[src/rtl/simple_processor_sequencer.sv]
// Program sequencer for the 9-bit simple processor: feeds stored words to DIN/Run,
// paces on Done, counts retired instructions and flags finish or watchdog/format errors.
//
// state  | meaning
// IDLE   | waiting for start after reset
// ISSUE  | Run=1, DIN=mem[pc] for one cycle
// IMM    | DIN=mem[pc+1] (mvi immediate), waiting for Done
// WAIT   | DIN=mem[pc], waiting for Done
// FINISH | program retired, finished=1 until start/Reset
// ERROR  | timeout or malformed mvi, error=1 until start/Reset
module simple_processor_sequencer #(
  parameter int         DEPTH      = 16,
  parameter int         AW         = 4,
  parameter logic [2:0] IMM_OPCODE = 3'b011,
  parameter int         TIMEOUT    = 8
) (
  input  logic          Clock,
  input  logic          Reset,
  input  logic          load_en,
  input  logic [AW-1:0] load_addr,
  input  logic [8:0]    load_data,
  input  logic          start,
  input  logic [AW:0]   prog_len,
  input  logic          Done,
  output logic          Run,
  output logic [8:0]    DIN,
  output logic          busy,
  output logic          finished,
  output logic          error,
  output logic [AW:0]   pc,
  output logic [AW:0]   retired
);

  localparam int          WW      = $clog2(TIMEOUT + 1);
  localparam logic [AW:0] LEN_MAX = (AW+1)'(DEPTH);
  localparam logic [WW-1:0] WD_LAST = WW'(TIMEOUT - 1);

  typedef enum logic [2:0] {
    S_IDLE, S_ISSUE, S_IMM, S_WAIT, S_FINISH, S_ERROR
  } state_t;

  state_t        state, nstate;
  logic [8:0]    mem [DEPTH];
  logic [AW:0]   len_q, pc_q, ret_q;
  logic [WW-1:0] wdog;
  logic [8:0]    din_q;

  logic          busy_int, wr_en, idle_like, start_ok, malformed;
  logic [AW:0]   pc_done, issue_pc, issue_len, pc_plus1;
  logic [AW+1:0] issue_nxt;
  logic [8:0]    issue_word;

  assign busy_int  = (state == S_ISSUE) || (state == S_IMM) || (state == S_WAIT);
  assign idle_like = (state == S_IDLE) || (state == S_FINISH) || (state == S_ERROR);
  assign wr_en     = load_en && !busy_int;
  assign start_ok  = (prog_len != '0) && (prog_len <= LEN_MAX);
  assign pc_plus1  = pc_q + 1'b1;
  assign pc_done   = (state == S_IMM) ? pc_q + 2'd2 : pc_plus1;

  // Word about to be issued; bypass a same-edge write so start+load sees the new word.
  assign issue_pc   = idle_like ? '0 : pc_done;
  assign issue_len  = idle_like ? prog_len : len_q;
  assign issue_word = (wr_en && (load_addr == issue_pc[AW-1:0])) ? load_data
                                                                  : mem[issue_pc[AW-1:0]];
  assign issue_nxt  = {1'b0, issue_pc} + 1'b1;
  assign malformed  = (issue_word[8:6] == IMM_OPCODE) && (issue_nxt >= {1'b0, issue_len});

  always_ff @(posedge Clock) begin
    if (wr_en) mem[load_addr] <= load_data;
  end

  always_ff @(posedge Clock) begin
    if (Reset) state <= S_IDLE;
    else       state <= nstate;
  end

  always_comb begin
    nstate = state;
    case (state)
      S_IDLE, S_FINISH, S_ERROR: begin
        if (start) begin
          if (prog_len == '0)          nstate = S_FINISH;
          else if (prog_len > LEN_MAX) nstate = S_ERROR;
          else if (malformed)          nstate = S_ERROR;
          else                         nstate = S_ISSUE;
        end
      end
      S_ISSUE: begin
        if (mem[pc_q[AW-1:0]][8:6] == IMM_OPCODE) nstate = S_IMM;
        else                                      nstate = S_WAIT;
      end
      S_IMM, S_WAIT: begin
        // Done takes priority over a simultaneous watchdog expiry.
        if (Done) begin
          if (pc_done >= len_q) nstate = S_FINISH;
          else if (malformed)   nstate = S_ERROR;
          else                  nstate = S_ISSUE;
        end else if (wdog == WD_LAST) begin
          nstate = S_ERROR;
        end
      end
      default: nstate = S_IDLE;
    endcase
  end

  always_ff @(posedge Clock) begin
    if (Reset) begin
      len_q <= '0;
      pc_q  <= '0;
      ret_q <= '0;
      wdog  <= '0;
      din_q <= '0;
    end else begin
      din_q <= DIN;
      case (state)
        S_IDLE, S_FINISH, S_ERROR: begin
          if (start && start_ok) begin
            len_q <= prog_len;
            pc_q  <= '0;
            ret_q <= '0;
          end
        end
        S_ISSUE: wdog <= '0;
        S_IMM, S_WAIT: begin
          if (Done) begin
            pc_q  <= pc_done;
            ret_q <= ret_q + 1'b1;
          end else begin
            wdog <= wdog + 1'b1;
          end
        end
        default: ;
      endcase
    end
  end

  always_comb begin
    Run      = (state == S_ISSUE);
    busy     = busy_int;
    finished = (state == S_FINISH);
    error    = (state == S_ERROR);
    pc       = pc_q;
    retired  = ret_q;
    case (state)
      S_ISSUE, S_WAIT: DIN = mem[pc_q[AW-1:0]];
      S_IMM:           DIN = mem[pc_plus1[AW-1:0]];
      default:         DIN = din_q;
    endcase
  end

endmodule

[config.mk]
export PLATFORM = sky130hd
export DESIGN_NAME = simple_processor_sequencer
export DESIGN_NICKNAME = d
export VERILOG_FILES = /design/src/rtl/simple_processor_sequencer.sv
export SDC_FILE = /design/constraint.sdc
export NUM_CORES = 1
export LEC_CHECK = 0
export CORE_MARGIN = 4
export CORE_UTILIZATION = 60
export DETAILED_ROUTE_END_ITERATION = 8
export PLACE_DENSITY_LB_ADDON = 0.25
export SLEW_MARGIN = 0
export SYNTH_ARGS = -nofsm -noshare
export SYNTH_HDL_FRONTEND = slang
export SYNTH_SLANG_ARGS = --single-unit
[constraint.sdc]
create_clock -name Clock -period 4.38 [get_ports Clock]
set_clock_uncertainty 0.05 [all_clocks]
set_input_delay 1.314 -clock Clock [delete_from_list [all_inputs] [get_ports Clock]]
set_output_delay 1.314 -clock Clock [all_outputs]
set_load 0.01 [all_outputs]
# == Word-level counts from Yosys, hierarchy flattened ==
# Memory sizes are Yosys's and may differ from the RTL's. A register that Yosys moved wholly into a read port is not among the register bits.
# Cells that the tools add are included.
# classes
addsub,5
order_cmp,4
n_eq_ne,14
mux,25
reduce_logical,22
# op_table
operator,count
5-bit 2-to-1 mux,6
3-bit 2-to-1 mux,7
5-bit one-hot mux with 2 select lines,2
9-bit one-hot mux with 2 select lines,1
"3-bit by 2-bit equality test with 1-bit output, second input constant",4
4-bit 2-to-1 mux,3
"5-bit by 1-bit adder with 5-bit output, second input constant",2
9-bit 2-to-1 mux,1
3-bit one-hot mux with 3 select lines,1
"2-bit inequality test, second input constant",4
4-bit one-hot mux with 2 select lines,1
"5-bit by 1-bit adder with 6-bit output, second input constant",1
"3-bit equality test, second input constant",2
6-bit by 5-bit >= comparator with 1-bit output,1
2-bit AND reduction,3
"5-bit by 2-bit adder with 5-bit output, second input constant",1
5-bit >= comparator,1
"5-bit > comparator, second input constant",1
"5-bit <= comparator, second input constant",1
1-bit logical AND,5
5-bit logical NOT,1
5-bit nonzero test,1
"4-bit by 1-bit adder with 4-bit output, second input constant",1
"4-bit by 3-bit equality test with 1-bit output, second input constant",1
other kinds (11),18
# totals
reg_bits,31
ramBits,144
output_inout_bits,23
memories,1
# memory_table
memory,depth,width,read_ports,rd_ports_with_merged_regs,wr,line,source
mem,16,9,3,1,1,43,logic [8:0] mem [DEPTH];

# == Logic depth before layout (Yosys ltp) ==
# Gate-level depths: netlist of the first run.
# depth
depth_word,14
mapped_depth,16
mapped_depth_nobuf,13

# == Worst setup path before layout of the first run ==
# OpenSTA, ideal clock, no wires.
# synth_timing
path_type,reg-to-output
startpoint,register pc_q[1] (netlist: pc[1])
endpoint,output DIN[1]
t_arrival_ns,2.467
t_required_ns,3.016
setup_slack_ns,0.549
path_stages_with_launch,10
n_path_buf,3
cell_sequence,dfxtp_1 ha_1 buf_6 buf_6 clkbuf_1 mux4_2 mux4_2 nor2_1 a21oi_1 o22a_1
# synth_via
elab_chain_len,3
# synth_rtl
element,line,source
start: declaration,44,"logic [AW:0] len_q, pc_q, ret_q;"
start signal: assignment,126,pc_q <= pc_done;
5-bit by 1-bit adder with 5-bit output,57,assign pc_plus1 = pc_q + 1'b1;
memory read 16 x 9 bit,-,
9-bit one-hot mux with 2 select lines,144,case (state)
end: declaration,26,"output logic [8:0] DIN,"
# Every way passes these cells.

# == Worst setup path after layout of the first run ==
# layout_timing
startpoint,register pc_q[0] (netlist: pc[0])
endpoint,output DIN[7]
# Same word-level chain as after synthesis.

==> metrics.txt, run 1 <==
initial antenna violation count 1; Yosys top cell by area edfxtp_1; FF-to-FF Start state[1]$_SDFFE_PP0P_; syn_area_per_cell 14.3 um^2; Worst Path Buf+Inv 2; sequential element share of the synthesized area 54.1%; Hold Path Class reg2reg; Final HPWL DP 16300 um; Reg clk slew, reported paths 0.07 ns; min Tclk post-route 4.34 ns; crit path max-delay cell type mux4_2; GRT met1 Usage 39.8%; Critical Path Most Common Cell mux4_2; Least-Margin Pin Slew 0.918 ns; placed cells 871; worst vdd ir 0.000380 V; warnings from Yosys 0; crit end category output port; worst-path cell chain ha_4 -> buf_12 -> mux4_2 -> mux4_2 -> nor2_2 -> a21oi_1 -> o22a_1 -> dlygate4sd2_1; Vias/cell 6.96; gr busiest metal met2; Die H 132 um; Syn Nets 688; number of vias in the routed layout 6331; Total GRT Usage 28.9%; Non-Filler Instances 909; WL final 24900 um; CP Class reg2out; final core utilization 71.2%; RR Endpoint state[2]$_SDFFE_PP0P_; number of core rows 45; root buf cell clkbuf_16; Top FF cell, synth edfxtp_1; fillcell total 958; Power Density 483 nW/um^2; sw frac 30.5%; area grow syn2layout 16.6%; setup TNS 0 ns; global placer's final weighted congestion 0.926; DIE AREA 17500 um^2; vias in the first global route 6239; slowest stage delay, CP 0.56 ns; Psw 1.59 mW; final slew viol count 0; Comb pwr share 29.6%; Levels on crit path 8; #FFs+latches synth 179; input/output buffers 45; Max transition margin 38.3%; flop2flop setup slack 0.84 ns; most frequent cells in the layout edfxtp_1 (144), mux4_2 (88), nor2_1 (52), nand2_1 (52), a21oi_1 (37); first-pass GRT wire length 37900 um; number of clock sinks 179; most common cell after layout, fill and taps aside edfxtp_1; crit path launch pc[0]$_SDFFE_PP0P_; EDFF count, synth 144; Worst Setup EP DIN[7]; worst reg2reg path depth 12; H-Tree Depth 4; Initial Util 61.1%; Netlist cell types 59; unrepaired setup endpoints after global routing true; Final Hold Viols 0; CP delay by family, top multiplexers; boundary pin count 46; GR Util met3 10.2%; WP data required 3.02 ns; drc violations 0; floorplan core area 15200 um^2; DRT iter0 DRCs 839; Pleak 3.60 nW; Max Cap Violations 0; Worst Slack Setup Final 0.0362 ns; GRT met2 Usage 45.0%; share of cells above drive strength 1 23.7%; Post-Syn Area 9280 um^2; Internal Pwr Total 3.63 mW; gr ovfl total 0; Final Cycle Share 99.2%; share of Yosys cell area claimed by the top area cell type 46.6%; clock buffer depth 2; worst-path maximum fanout 7; largest net degree at the start of global routing 27; clock power share 31.7%; top cells by area, synth edfxtp_1 (47%), mux4_2 (21%), dfxtp_1 (7.5%); Die Span X 132 um; endpoints failing setup 0; Post-CTS Hold Fix Bufs 0; CTS tree done; sequential share of power 38.7%; Clock Latency Late Sink 0.43 ns; antenna-violating nets left 0; Fmax 230 MHz; Layout Nets 748; Critical Path Start Type flop; drt wl/cell 27.4 um; status completed; Cells after Synth 648; Async SR Flop Fraction 0%; crit path DAT 2.98 ns; Num CTS Buffers 17; antenna cells 0; drt pass-1 iters 5; pre-CTS WS 0.169 ns
-- cells in the mapped netlist (all sizes together) (10+ instances only) --
| cell | instances |
|---|---|
| buf | 25 |
| edfxtp | 144 |
| ha | 17 |
| mux4 | 90 |
| nand3 | 10 |
| xor2 | 11 |
| dfxtp | 35 |
| inv | 16 |
| nor2 | 55 |
| a21oi | 37 |
| o22a | 10 |
| nor3 | 18 |
| o21ai | 15 |
| clkbuf | 17 |
| and2 | 11 |
| nand2 | 52 |
-- kinds of logic (layout without fill, tap and decap cells) --
family | after synthesis | after routing | share of synthesized area, %
AND/OR/NAND/NOR | 179 | 179 | 9.17
buffers and inverters | 65 | 138 | 3.52
adder cells (fa/ha/maj) | 17 | 17 | 2.29
multiplexers | 100 | 100 | 23.1
XOR/XNOR | 14 | 14 | 1.40
AO/OA/AOI/OAI | 94 | 94 | 6.39
flip-flops | 179 | 179 | 54.1
-- stage by stage --
| stage | area, um^2 | total power, mW | hold WS, ns |
|---|---|---|---|
| floorplan | 9280 | 3.03 | 0.386 |
| global placement | 10000 | 3.50 | 0.395 |
| detailed placement | 10000 | 3.55 | 0.404 |
| CTS | 10800 | 5.20 | 0.418 |
| global route | 10800 | 5.45 | 0.457 |
| finish | 10800 | 5.23 | 0.425 |
-- layer usage --
layer	vias to the layer above	part of all wire (%)
met3	41	12
met2	445	48
met5	-	0.032
met4	2	1.6
met1	3170	38
li1	2673	-
-- registers in the layout, summed over array words and instances, names as in the netlist, named ones only --
name and flops:
wdog 4, retired 5, pc 5, len_q 5, mem 144, din_q 9, state 3
-- timing repair --
action / CTS / global route
endpoints found under the setup margin: 9 / 5
cloned: 3 / 0
pin swaps: 1 / 3
resized for setup: 17 / 9
setup buffers: 1 / 2
-- cell type report --
class,count,area [um^2],area share [%]
flip-flops and latches,179,5030,46.5
multi-input cells,404,3960,36.6
repair buffers,83,862,7.96
clock buffers,17,425,3.93
well taps,188,235,2.17
clock inverters,15,220,2.03
inverters,23,86.3,0.798
-- worst min-delay path, stage by stage (launching register included) --
cell and delay (ns):
dfxtp_1 0.32, nand2_1 0.05, a21oi_1 0.06
-- power groups by stage --
stage               registers (mW)  logic (mW)  clock network, mW
floorplan                     2.00        1.03                  0
detailed placement            2.05        1.49                  0
global placement              2.05        1.45                  0
global route                  2.03        1.66               1.76
CTS                           2.02        1.50               1.68
finish                        2.02        1.55               1.66
-- worst min-delay path by stage --
stage               depth (start not counted)               endpoint  slack, ns                  start
global route                                2  len_q[3]$_SDFFE_PP0P_       0.46  len_q[3]$_SDFFE_PP0P_
floorplan                                   2  len_q[1]$_SDFFE_PP0P_       0.39  len_q[1]$_SDFFE_PP0P_
global placement                            2  len_q[2]$_SDFFE_PP0P_       0.39  len_q[2]$_SDFFE_PP0P_
detailed placement                          2  len_q[3]$_SDFFE_PP0P_       0.40  len_q[3]$_SDFFE_PP0P_
CTS                                         2  len_q[3]$_SDFFE_PP0P_       0.42  len_q[3]$_SDFFE_PP0P_
finish                                      2  len_q[2]$_SDFFE_PP0P_       0.43  len_q[2]$_SDFFE_PP0P_
Power figures use the tool's default switching activity.
==> run 2: changes to the inputs <==
--- a/config.mk
+++ b/config.mk
@@ -5,6 +5,7 @@
 export SDC_FILE = /design/constraint.sdc
 export NUM_CORES = 1
 export LEC_CHECK = 0
+export CAP_MARGIN = 10
 export CORE_MARGIN = 4
 export CORE_UTILIZATION = 60
 export DETAILED_ROUTE_END_ITERATION = 8
==> results of run 2 <==
Same layout as run 1: the final DEF is identical, and so are final timing and power.
==> run 3: changes to the inputs <==
--- a/config.mk
+++ b/config.mk
@@ -5,7 +5,6 @@
 export SDC_FILE = /design/constraint.sdc
 export NUM_CORES = 1
 export LEC_CHECK = 0
-export CAP_MARGIN = 10
 export CORE_MARGIN = 4
 export CORE_UTILIZATION = 60
 export DETAILED_ROUTE_END_ITERATION = 8
==> results of run 3 <==
Same layout as run 1: the final DEF is identical, and so are final timing and power.
